<file path="src/rtl/isqrt_seq_if.sv">
// -----------------------------------------------------------------------------
// isqrt_seq_if
//   Handshake bundle for the sequential integer square-root unit.
//   Input side : in_valid / in_ready / in_data (radicand, IN_W bits)
//   Output side: out_valid / out_ready / out_root (OUT_W bits)
//                plus out_rem (OUT_W+1 bits) and out_exact when the
//                ISQRT_REMAINDER_EN macro is defined.
//   Modports:
//     slave  - the square-root unit (consumes radicands, produces roots)
//     master - whatever feeds radicands and collects roots
// -----------------------------------------------------------------------------
interface isqrt_seq_if #(
    parameter int IN_W = 6
);
    localparam int OUT_W = IN_W / 2;

    logic             in_valid;
    logic             in_ready;
    logic [IN_W-1:0]  in_data;
    logic             out_valid;
    logic             out_ready;
    logic [OUT_W-1:0] out_root;
`ifdef ISQRT_REMAINDER_EN
    logic [OUT_W:0]   out_rem;
    logic             out_exact;

    modport slave (
        input  in_valid, in_data, out_ready,
        output in_ready, out_valid, out_root, out_rem, out_exact
    );
    modport master (
        output in_valid, in_data, out_ready,
        input  in_ready, out_valid, out_root, out_rem, out_exact
    );
`else
    modport slave (
        input  in_valid, in_data, out_ready,
        output in_ready, out_valid, out_root
    );
    modport master (
        output in_valid, in_data, out_ready,
        input  in_ready, out_valid, out_root
    );
`endif
endinterface

</file>
<file path="src/rtl/isqrt_seq.sv">
// -----------------------------------------------------------------------------
// isqrt_seq
//   Sequential integer square root: out_root = floor(sqrt(in_data)).
//   Restoring digit-by-digit algorithm, one root bit per clock, so a result
//   appears OUT_W cycles after the accept cycle.
//
//   Ports:
//     clk  - single clock, rising edge
//     rst  - synchronous reset, active-high
//     bus  - isqrt_seq_if.slave: radicand valid/ready in, root valid/ready out
//
//   Parameters:
//     IN_W  - radicand width, even and >= 2
//     OUT_W - IN_W/2, derived (localparam)
//
//   Optional feature macro: ISQRT_REMAINDER_EN
//     defined   -> out_rem (in_data - root^2) and out_exact (out_rem == 0)
//                  are exported on the interface
//     undefined -> remainder kept internally only; root behaviour unchanged
// -----------------------------------------------------------------------------
module isqrt_seq #(
    parameter int IN_W = 6
) (
    input  logic         clk,
    input  logic         rst,
    isqrt_seq_if.slave   bus
);
    localparam int OUT_W = IN_W / 2;
    localparam int CNT_W = (OUT_W > 1) ? $clog2(OUT_W) : 1;

    generate
        if ((IN_W % 2) != 0 || IN_W < 2) begin : g_bad_width
            $error("isqrt_seq: IN_W must be even and >= 2");
        end
    endgenerate

    typedef enum logic [1:0] {
        IDLE,
        CALC,
        DONE
    } state_t;

    state_t             state_q;
    logic [IN_W-1:0]    rad_q;      // unconsumed radicand bits, MSB-aligned
    logic [OUT_W-1:0]   root_q;     // partial root
    logic [OUT_W:0]     rem_q;      // partial remainder, <= 2*root
    logic [CNT_W-1:0]   cnt_q;      // remaining CALC steps minus one
    logic [OUT_W-1:0]   out_root_q;
`ifdef ISQRT_REMAINDER_EN
    logic [OUT_W:0]     out_rem_q;
    logic               out_exact_q;
`endif

    // One restoring step, computed combinationally from the current state.
    logic [OUT_W+1:0]   rem_shift;
    logic [OUT_W+1:0]   trial;
    logic [OUT_W+1:0]   diff;
    logic               take;
    logic [OUT_W:0]     rem_d;
    logic [OUT_W-1:0]   root_d;
    logic [IN_W-1:0]    rad_d;

    // NOTE: combinational logic uses blocking '=', registers use '<=' only;
    // mixing them in one block gives simulation/synthesis mismatches.
    always_comb begin
        // rem_q's MSB is zero whenever the shift would push it out, since the
        // pre-shift remainder is bounded by 2*root of a shorter partial root.
        rem_shift = (OUT_W+2)'({rem_q, rad_q[IN_W-1 -: 2]});
        trial     = {root_q, 2'b01};
        take      = (rem_shift >= trial);
        diff      = rem_shift - trial;
        rem_d     = (OUT_W+1)'(take ? diff : rem_shift);
        root_d    = (root_q << 1) | OUT_W'(take);
        rad_d     = rad_q << 2;
    end

    // NOTE: reset is synchronous -- it is only seen at a rising clk edge and
    // sits inside the clocked block, not in the sensitivity list.
    always_ff @(posedge clk) begin
        if (rst) begin
            state_q     <= IDLE;
            rad_q       <= '0;
            root_q      <= '0;
            rem_q       <= '0;
            cnt_q       <= '0;
            out_root_q  <= '0;
`ifdef ISQRT_REMAINDER_EN
            out_rem_q   <= '0;
            out_exact_q <= 1'b0;
`endif
        end else begin
            case (state_q)
                IDLE: begin
                    if (bus.in_valid) begin
                        rad_q   <= bus.in_data;
                        root_q  <= '0;
                        rem_q   <= '0;
                        cnt_q   <= CNT_W'(OUT_W - 1);
                        state_q <= CALC;
                    end
                end
                CALC: begin
                    root_q <= root_d;
                    rem_q  <= rem_d;
                    rad_q  <= rad_d;
                    if (cnt_q == '0) begin
                        // Result registers only move on the final step, so
                        // they hold the last answer through DONE and IDLE.
                        out_root_q  <= root_d;
`ifdef ISQRT_REMAINDER_EN
                        out_rem_q   <= rem_d;
                        out_exact_q <= (rem_d == '0);
`endif
                        state_q     <= DONE;
                    end else begin
                        cnt_q <= cnt_q - 1'b1;
                    end
                end
                DONE: begin
                    if (bus.out_ready) begin
                        state_q <= IDLE;
                    end
                end
                default: state_q <= IDLE;
            endcase
        end
    end

    // in_ready drops in the reset cycle itself so nothing is accepted then.
    assign bus.in_ready  = (state_q == IDLE) && !rst;
    assign bus.out_valid = (state_q == DONE);
    assign bus.out_root  = out_root_q;
`ifdef ISQRT_REMAINDER_EN
    assign bus.out_rem   = out_rem_q;
    assign bus.out_exact = out_exact_q;
`endif

endmodule

</file>
<file path="src/flat_wrapper.sv">
// flat-port wrapper written by rule: the top's interface ports become plain ports
module isqrt_seq_flat 
#(
    parameter int IN_W = 6
)
  (clk, rst, bus_in_valid, bus_in_data, bus_out_ready, bus_in_ready, bus_out_valid, bus_out_root);
  isqrt_seq_if #(.IN_W(IN_W)) bus_i ();
  input  logic clk;
  input  logic rst;
  input wire logic [$bits(bus_i.in_valid)-1:0] bus_in_valid;
  input wire logic [$bits(bus_i.in_data)-1:0] bus_in_data;
  input wire logic [$bits(bus_i.out_ready)-1:0] bus_out_ready;
  output wire logic [$bits(bus_i.in_ready)-1:0] bus_in_ready;
  output wire logic [$bits(bus_i.out_valid)-1:0] bus_out_valid;
  output wire logic [$bits(bus_i.out_root)-1:0] bus_out_root;
  assign bus_i.in_valid = bus_in_valid;
  assign bus_i.in_data = bus_in_data;
  assign bus_i.out_ready = bus_out_ready;
  assign bus_in_ready = bus_i.in_ready;
  assign bus_out_valid = bus_i.out_valid;
  assign bus_out_root = bus_i.out_root;
  isqrt_seq #(.IN_W(IN_W)) u_core (.clk(clk), .rst(rst), .bus(bus_i));
endmodule
</file>
<file path="config.mk">
export PLATFORM = sky130hd
export DESIGN_NAME = isqrt_seq_flat
export DESIGN_NICKNAME = d
export VERILOG_FILES = /design/src/rtl/isqrt_seq_if.sv /design/src/rtl/isqrt_seq.sv /design/src/flat_wrapper.sv
export SDC_FILE = /design/constraint.sdc
export NUM_CORES = 1
export LEC_CHECK = 0
export ABC_AREA = 1
export CAP_MARGIN = 10
export CORE_MARGIN = 3
export CORE_UTILIZATION = 40
export DETAILED_ROUTE_END_ITERATION = 10
export PLACE_DENSITY_LB_ADDON = 0.25
export SLEW_MARGIN = 5
export SYNTH_ARGS = -nofsm -noshare
export SYNTH_HDL_FRONTEND = slang
export SYNTH_SLANG_ARGS = --single-unit
</file>
<file path="constraint.sdc">
create_clock -name clk -period 1.3 [get_ports clk]
set_clock_uncertainty 0.05 [all_clocks]
set_input_delay 0.13 -clock clk [delete_from_list [all_inputs] [get_ports clk]]
set_output_delay 0.13 -clock clk [all_outputs]
set_load 0.02 [all_outputs]
</file>
==> impl_metrics.env, run 1 <==
export IMPL_critPathMaxFanout=3
export IMPL_syn_area_sq_um=1018
export IMPL_syn_instance_count=137
export IMPL_power_total_uw=2482
export IMPL_vias=936
export IMPL_min_period_over_period=1.070
export IMPL_failed_checks="setup timing"
export IMPL_synthDistinctLibCells=23
export IMPL_initial_core_util=0.4393
export IMPL_die_w_microns=56.46
export IMPL_cts_tree="built"
export IMPL_dieArea_sq_um=3188
export IMPL_place_hpwl_microns=1460
export IMPL_grt_antenna_before_repair=0
export IMPL_grt_pass1_vias=947
export IMPL_cts_sinks=19
export IMPL_crit_top_cell="nand3_2"
export IMPL_synth_area_leaders="dfxtp_1 37%, nand2_1 14%, ha_1 7.4%"
export IMPL_grt_pass1_wl_microns=3933
export IMPL_cts_buffers=3
export IMPL_synth_nets=153
export IMPL_instances_no_fill=193
export IMPL_fill_cells=217
export IMPL_post_synth_top_area_cell="dfxtp_1"
export IMPL_power_leakage_uw=0.0006305
export IMPL_clk_latency_ns=0.30
export IMPL_htree_levels=1
export IMPL_clockBufferDepth=2
export IMPL_final_setup_tns_ns=-0.2716
export IMPL_crit_buf_inv=2
export IMPL_fin_area_sq_um=1459
export IMPL_drtIter0Drc=25
export IMPL_arrival_ns=1.58
export IMPL_area_growth_syn_to_layout_pct=43.24
export IMPL_n_antenna_cell=0
export IMPL_nNetsFinal=182
export IMPL_core_sq_um=2318
export IMPL_dp_cells=188
export IMPL_clkTransAtPathRegs_ns=0.11
export IMPL_slew_viol_final=0
export IMPL_worst_slew_pin_slew_ns=0.2423
export IMPL_status="finished with violations"
export IMPL_slew_headroom=0.8385
export IMPL_ys_seq_elements=19
export IMPL_routed_wl_microns=2244
export IMPL_fp_dieH_microns=56.46
export IMPL_vdd_drop_max_v=0.0009685
export IMPL_final_hold_viol_count=0
export IMPL_layout_common_cells="29 x nand2_1, 16 x inv_1, 12 x dfxtp_1"
export IMPL_grt_usage=0.1534
export IMPL_wl_per_cell_microns=11.63
export IMPL_drc_errors=0
export IMPL_crit_family="simple AND/OR/NAND/NOR gates"
export IMPL_postSynthAreaPerCell_sq_um=7.434
export IMPL_ys_warnings_count=0
export IMPL_setup_viol=4
export IMPL_slowest_stage="dfxtp_2"
export IMPL_drive_gt1_frac=0.4121
export IMPL_seq_area_sq_um=389.1
export IMPL_worst_slack_ns=-0.09077
export IMPL_io_pin_count=15
export IMPL_root_buffer="clkbuf_4"
export IMPL_postRouteAntennaNets=0
export IMPL_rows=17
export IMPL_critical_path_endpoint_type="register"
export IMPL_rsz0062_at_grt="yes"
export IMPL_multiInputGateArea_sq_um=676.9
export IMPL_ys_seq_area_frac=0.3735
export IMPL_gp_congestion=0.7349
export IMPL_io_buffers=14
export IMPL_grt_max_degree=20
export IMPL_dr_pass1_iters=4
export IMPL_r2r_slack_ns=-0.09
export IMPL_ctsHoldBuffers=0
export IMPL_globalRoute_totalOverflow=0
export IMPL_cellPowerDensity_nw_per_um2=1701
export IMPL_synth_top_area_frac=0.3735
export IMPL_fmaxAchievable_mhz=719.0
export IMPL_worstSetupPathType="register to register"
export IMPL_dpl_cell_area_sq_um=1262
export IMPL_post_place_ws_ns=-0.2496
export IMPL_cp_slowest_stage_delay_ns=0.35
export IMPL_layout_commonest_cell="nand2_1"
export IMPL_timing_critical_path_cells="inv_2, ha_4, nand2_4, nor2_4, nand2_2, buf_6, nand3_2, nand3_2, a21oi_2"
export IMPL_start_kind="register"
export IMPL_required_ns=1.49
export IMPL_hp_class="primary input to register"
export IMPL_vias_per_cell=4.850
export IMPL_maxCapViolCount=0
export IMPL_final_min_clock_period_ns=1.391
sequential cells by signal (all words and copies together) (netlist names):
name	cells
u_core.root_q	3
u_core.bus.out_root	3
u_core.rem_q	3
u_core.cnt_q	2
u_core.state_q	2
u_core.rad_q	6
synth_stat cells (all sizes together):
master	count
dfxtp	19
a211oi	4
o21ai	3
nor3	1
nand2	42
ha	6
buf	2
inv	22
nor2	11
xor2	1
clkbuf	2
nand3	10
a21oi	14
worst reg2reg max path: stages, from the launching register on:
cell,delay (ns)
dfxtp_2,0.35
inv_2,0.04
ha_4,0.28
nand2_4,0.07
nor2_4,0.09
nand2_2,0.09
buf_6,0.13
nand3_2,0.06
nand3_2,0.07
a21oi_2,0.11
final timing paths:
| path | depth (start not counted) | end | from |
|---|---|---|---|
| worst max register to register | 9 | u_core.rem_q[0] | u_core.root_q[2] |
| worst max-delay path | 9 | u_core.rem_q[0] | u_core.root_q[2] |
| worst min-delay path | 3 | u_core.rad_q[0] | bus_in_data[0] |
| worst min register to register | 2 | u_core.bus.out_root[1] | u_core.bus.out_root[1] |
layout make-up:
type	count	share of cell area
Clock buffer	3	0.01544
Clock inverter	1	0.003431
Inverter	22	0.06003
Multi-Input combinational cell	92	0.4640
Sequential cell	19	0.2667
Tap cell	28	0.02401
Timing Repair Buffer	28	0.1664
through the flow:
stage / hold slack [ns] / utilization
floorplan: 0.2271 / -
global placement: 0.3921 / 0.5445
detailed placement: 0.3975 / 0.5445
CTS: 0.3214 / 0.5893
global route: 0.3233 / 0.6293
finish: 0.3269 / 0.6293
power by group:
group	total, uW	switching (uW)	internal, uW
Sequential	754	65.8	688
Combinational	1430	817	609
Clock	302	187	115
Total	2480	1070	1410
cells by family after synthesis:
logic type,count (synthesis),synth area share
buffers and inverters,26,0.1130
and+or+nand+nor,64,0.3010
adders and majority gates,6,0.07371
xor gates and xnor gates,1,0.008601
DFF,19,0.3735
AOI/OAI and AO/OA,21,0.1302
per-layer routing:
| metal | GRT usage | part of all wire |
|---|---|---|
| met1 | 0.1961 | 0.45 |
| met2 | 0.2624 | 0.49 |
| met3 | 0.02759 | 0.033 |
| met4 | 0.04068 | 0.025 |
| met5 | 0 | 0 |
what timing repair did:
action | in CTS | in global routing
endpoints found under the setup margin | 12 | 15
pin swaps | 15 | 12
buffers inserted | 0 | 1
gates resized for setup | 30 | 26
Power figures use the tool's default switching activity.
==> run 2, diff against run 1 <==
--- a/config.mk
+++ b/config.mk
@@ -10,7 +10,8 @@
 export CORE_MARGIN = 3
 export CORE_UTILIZATION = 40
 export DETAILED_ROUTE_END_ITERATION = 10
-export PLACE_DENSITY_LB_ADDON = 0.25
+export HOLD_SLACK_MARGIN = 0.08
+export PLACE_DENSITY = 0.63
 export SLEW_MARGIN = 5
 export SYNTH_ARGS = -nofsm -noshare
 export SYNTH_HDL_FRONTEND = slang
==> run 2 against run 1 <==
- the run still ends with setup timing left
- via count decreased by 4.1%
- sequential power is essentially flat
- critical path depth down 1
- cell area down 5.7%
- routed wire length shrank 4.3%
- register-to-register slack better by 0.02 ns
- sequential share of layout area increased by 1.5 points
- utilization is 3.6 points lower
- combinational power is 16% lower
- critical path type unchanged
- largest cell class unchanged
==> impl_metrics.env, run 2 (synthesized netlist as in run 1, its figures left out) <==
export IMPL_postRouteAntennaNets=0
export IMPL_grt_pass1_wl_microns=3684
export IMPL_vias_per_cell=4.677
export IMPL_vdd_drop_max_v=0.0008874
export IMPL_clk_latency_ns=0.30
export IMPL_layout_common_cells="32 x nand2_1, 17 x inv_1, 13 x dfxtp_1"
export IMPL_slew_headroom=0.8469
export IMPL_ctsHoldBuffers=0
export IMPL_setup_viol=4
export IMPL_min_period_over_period=1.055
export IMPL_wl_per_cell_microns=11.18
export IMPL_area_growth_syn_to_layout_pct=35.01
export IMPL_io_pin_count=15
export IMPL_grt_pass1_vias=862
export IMPL_clkTransAtPathRegs_ns=0.11
export IMPL_rsz0062_at_grt="yes"
export IMPL_regMostFlops="u_core.rad_q"
export IMPL_grt_antenna_before_repair=0
export IMPL_worst_slew_pin_slew_ns=0.2296
export IMPL_power_leakage_uw=0.0006049
export IMPL_fmaxAchievable_mhz=729.1
export IMPL_dr_pass1_iters=4
export IMPL_critPathMaxFanout=3
export IMPL_largest_reg_flops=6
export IMPL_worst_path_stages=8
export IMPL_rows=17
export IMPL_cellPowerDensity_nw_per_um2=1640
export IMPL_layout_commonest_cell="nand2_1"
export IMPL_slowest_stage="dfxtp_1"
export IMPL_final_setup_tns_ns=-0.2346
export IMPL_io_buffers=14
export IMPL_slew_viol_final=0
export IMPL_die_w_microns=56.46
export IMPL_required_ns=1.44
export IMPL_maxCapViolCount=0
export IMPL_fp_dieH_microns=56.46
export IMPL_place_hpwl_microns=1508
export IMPL_r2r_cells=8
export IMPL_dieArea_sq_um=3188
export IMPL_hold_ws_ns=0.3279
export IMPL_r2r_slack_ns=-0.07
export IMPL_crit_buf_inv=1
export IMPL_final_min_clock_period_ns=1.372
export IMPL_drtIter0Drc=15
export IMPL_htree_levels=1
export IMPL_drc_errors=0
export IMPL_start_kind="register"
export IMPL_grt_max_degree=20
export IMPL_globalRoute_totalOverflow=0
export IMPL_whs_path_depth=3
export IMPL_arrival_ns=1.52
export IMPL_core_sq_um=2318
export IMPL_drive_gt1_frac=0.3171
export IMPL_grt_usage=0.1452
export IMPL_gp_congestion=0.7680
export IMPL_cts_sinks=19
export IMPL_worst_slack_ns=-0.07162
export IMPL_hp_class="primary input to register"
export IMPL_vias=898
export IMPL_routed_wl_microns=2147
export IMPL_crit_family="flip-flops"
export IMPL_nNetsFinal=181
export IMPL_clockBufferDepth=2
export IMPL_cts_setup_buffers=0
export IMPL_critical_path_endpoint_type="register"
export IMPL_cp_slowest_stage_delay_ns=0.41
export IMPL_initial_core_util=0.4393
export IMPL_cts_buffers=3
export IMPL_utilization=0.5931
export IMPL_timing_critical_path_cells="ha_4, nand2_4, nor2_4, nor2_4, buf_6, nand3_1, nand3_1, a21oi_1"
export IMPL_root_buffer="clkbuf_4"
export IMPL_failed_checks="setup timing"
export IMPL_post_place_ws_ns=-0.2099
export IMPL_n_antenna_cell=0
export IMPL_status="finished with violations"
export IMPL_cts_tree="built"
export IMPL_final_hold_viol_count=0
export IMPL_worstSetupPathType="register to register"
[run 2: changes by cell type in the layout (fill, tap and decap cells not counted), moves of 2 or more]
cell	change
nand2_2	-4
a21oi_1	+2
a21oi_2	-2
nand3_2	-6
nand3_1	+6
nand2_1	+3
nand2_4	+2
[run 2: path summary, 6_finish.rpt]
check | startpoint | endpoint
hold / removal | bus_in_data[0] | u_core.rad_q[0]
setup reg to reg | u_core.rem_q[1] | u_core.rem_q[0]
hold reg to reg | u_core.rad_q[3] | u_core.rad_q[3]
setup / recovery | u_core.rem_q[1] | u_core.rem_q[0]
[run 2: repair_timing]
action	CTS	global route
pin swaps	9	0
setup endpoints to repair	10	15
gates resized for setup	33	6
[run 2: worst min-delay path, cell delays in order]
cell	delay, ns
clkdlybuf4s50_1	0.40
nand2_1	0.06
a21oi_1	0.05
[run 2: routing by layer]
layer / GRT usage / vias to the layer above / share of wire / wire length [microns]
met2: 0.2525 / 13 / 0.50 / 1079
met3: 0.02299 / 5 / 0.024 / 52
met4: 0.06102 / 0 / 0.017 / 36
met5: 0 / - / 0 / 0
met1: 0.1746 / 394 / 0.46 / 979
li1: - / 486 / - / -
[run 2: final cells by class]
class | instances | area (sq um)
Multi-Input combinational cell | 92 | 609.3
Sequential cell | 19 | 387.9
Timing Repair Buffer | 27 | 231.5
Tap cell | 28 | 35.03
Fill cell | 207 | 943.4
Inverter | 22 | 85.08
Clock buffer | 4 | 26.28
[run 2: per-stage QoR]
| step | cells | cell area, sq um | total power, uW |
|---|---|---|---|
| finish | 192 | 1375 | 2256 |
| detailed placement | 188 | 1262 | 1742 |
| CTS | 192 | 1371 | 2259 |
| global route | 192 | 1375 | 2423 |
| global placement | 188 | 1262 | 1706 |
| floorplan | 137 | 1020 | 1442 |
[run 2: report_power, final]
group	internal, uW	switching [uW]
clock network	120	183
registers	687	64.8
logic	525	677
total	1330	924
==> run 3, diff against run 2 <==
--- a/config.mk
+++ b/config.mk
@@ -12,6 +12,7 @@
 export DETAILED_ROUTE_END_ITERATION = 10
 export HOLD_SLACK_MARGIN = 0.08
 export PLACE_DENSITY = 0.63
+export REMOVE_ABC_BUFFERS = 1
 export SLEW_MARGIN = 5
 export SYNTH_ARGS = -nofsm -noshare
 export SYNTH_HDL_FRONTEND = slang
==> run 3 against run 2 <==
- clock power is 5% lower
- sequential share of layout area shrank 1.9 points
- fmax decreased by 2.7%
- the flow still finishes with violations (setup timing)
- critical path depth up 1
- routed wire length up 0.51%
- worst setup slack got worse by 0.038 ns
- utilization rose by 4.2 points
- via count grew 3.6%
- cell count is 1.0% higher
- global-route usage is 1.3 points lower
- cell area grew 7.1%
- largest cell class unchanged
==> impl_metrics.env, run 3 (synthesized netlist as in run 1, its figures left out) <==
export IMPL_initial_core_util=0.4393
export IMPL_clkTransAtPathRegs_ns=0.11
export IMPL_drc_errors=0
export IMPL_crit_buf_inv=2
export IMPL_dr_pass1_iters=4
export IMPL_slowest_stage="dfxtp_2"
export IMPL_dpl_cell_area_sq_um=1261
export IMPL_post_place_ws_ns=-0.2175
export IMPL_grt_usage=0.1323
export IMPL_dieArea_sq_um=3188
export IMPL_vias=930
export IMPL_vdd_drop_max_v=0.001333
export IMPL_layout_common_cells="30 x nand2_1, 16 x inv_1, 13 x dfxtp_1"
export IMPL_n_antenna_cell=0
export IMPL_grt_pass1_wl_microns=3353
export IMPL_layout_commonest_cell="nand2_1"
export IMPL_cp_slowest_stage_delay_ns=0.35
export IMPL_fmaxAchievable_mhz=709.5
export IMPL_cts_buffers=3
export IMPL_final_hold_viol_count=0
export IMPL_status="finished with violations"
export IMPL_htree_levels=1
export IMPL_cts_tree="built"
export IMPL_io_pin_count=15
export IMPL_drtIter0Drc=24
export IMPL_start_kind="register"
export IMPL_globalRoute_totalOverflow=0
export IMPL_routed_wl_microns=2158
export IMPL_final_setup_tns_ns=-0.2906
export IMPL_fill_cells=217
export IMPL_arrival_ns=1.59
export IMPL_worst_slew_pin_slew_ns=0.2297
export IMPL_rows=17
export IMPL_r2r_slack_ns=-0.11
export IMPL_place_hpwl_microns=1482
export IMPL_critical_path_endpoint_type="register"
export IMPL_worst_slack_ns=-0.1095
export IMPL_crit_top_cell="nand3_2"
export IMPL_r2r_end="u_core.rem_q[1]"
export IMPL_worstHoldStart="bus_in_data[1]"
export IMPL_worstSetupPathType="register to register"
export IMPL_timing_critical_path_cells="inv_2, ha_4, nand2_4, nor2_4, nand2_2, buf_6, nand3_2, nand3_2, a21oi_2"
export IMPL_failed_checks="setup timing"
export IMPL_regMostFlops="u_core.rad_q"
export IMPL_grt_antenna_before_repair=0
export IMPL_maxCapViolCount=0
export IMPL_crit_family="simple AND/OR/NAND/NOR gates"
export IMPL_rsz0062_at_grt="yes"
export IMPL_slew_headroom=0.8469
export IMPL_vias_per_cell=4.794
export IMPL_cp_endpoint="u_core.rem_q[1]"
export IMPL_cts_sinks=19
export IMPL_grt_max_degree=20
export IMPL_root_buffer="clkbuf_4"
export IMPL_io_buffers=14
export IMPL_r2r_start="u_core.root_q[2]"
export IMPL_instances_no_fill=194
export IMPL_cellPowerDensity_nw_per_um2=1682
export IMPL_gp_congestion=0.7054
export IMPL_wl_per_cell_microns=11.12
export IMPL_postRouteAntennaNets=0
export IMPL_drive_gt1_frac=0.3976
export IMPL_final_min_clock_period_ns=1.409
export IMPL_hp_class="primary input to register"
export IMPL_core_sq_um=2318
export IMPL_area_growth_syn_to_layout_pct=44.59
export IMPL_clockBufferDepth=2
export IMPL_dp_cells=188
export IMPL_worst_path_stages=9
export IMPL_slew_viol_final=0
export IMPL_power_leakage_uw=0.0006379
export IMPL_r2r_cells=9
export IMPL_min_period_over_period=1.084
export IMPL_die_w_microns=56.46
export IMPL_fp_dieH_microns=56.46
export IMPL_crit_path_start="u_core.root_q[2]"
export IMPL_required_ns=1.48
export IMPL_fin_area_sq_um=1473
export IMPL_grt_pass1_vias=807
export IMPL_critPathMaxFanout=3
export IMPL_largest_reg_flops=6
export IMPL_nNetsFinal=183
export IMPL_setup_viol=3
export IMPL_clk_latency_ns=0.29
-- run 3: worst min-delay path, delay by kind of cell --
kind,cells,cell delay [ns]
simple gates,1,0.07
buf+inv,1,0.39
compound gates,1,0.06
-- run 3: area by class of cell --
type / instances / area (sq um) / share of cell area
inverter: 22 / 90.09 / 0.06117
tap: 28 / 35.03 / 0.02379
clock inverter: 1 / 5.005 / 0.003398
timing repair buffer: 29 / 254.0 / 0.1725
sequential: 19 / 387.9 / 0.2634
multi-input combinational: 92 / 678.2 / 0.4605
clock buffer: 3 / 22.52 / 0.01529
-- run 3: report_power, final --
| part | switching, uW | internal [uW] |
|---|---|---|
| clock | 173 | 114 |
| combinational | 805 | 632 |
| sequential | 65.9 | 687 |
| total | 1040 | 1430 |
-- run 3: worst min-delay path by stage --
stage                            to  slack [ns]  cells past startpoint
finish              u_core.rad_q[1]        0.35                      3
global route        u_core.rad_q[0]        0.37                      3
CTS                 u_core.rad_q[1]        0.34                      3
detailed placement  u_core.rad_q[3]        0.40                      2
global placement    u_core.rad_q[2]        0.39                      2
floorplan           u_core.cnt_q[0]        0.14                      1
-- run 3: repair_timing --
action	in CTS	in global routing
setup buffers	1	1
gates resized for setup	30	28
hold buffers	0	0
pin swaps	11	15
endpoints found under the setup margin	11	16
-- run 3: per-layer routing --
layer / track usage / wire [microns] / up-vias
met5: 0 / 0 / -
met4: 0.06102 / 31 / 0
met3: 0.02069 / 47 / 4
met2: 0.2393 / 1148 / 11
met1: 0.1492 / 930 / 426
li1: - / - / 489
-- run 3: per-stage QoR --
stage / power (uW) / utilization / hold slack, ns
floorplan: 1396 / - / 0.1424
global placement: 1727 / 0.5440 / 0.3942
detailed placement: 1751 / 0.5440 / 0.3970
CTS: 2147 / 0.5774 / 0.3449
global route: 2665 / 0.6352 / 0.3660
finish: 2477 / 0.6352 / 0.3461
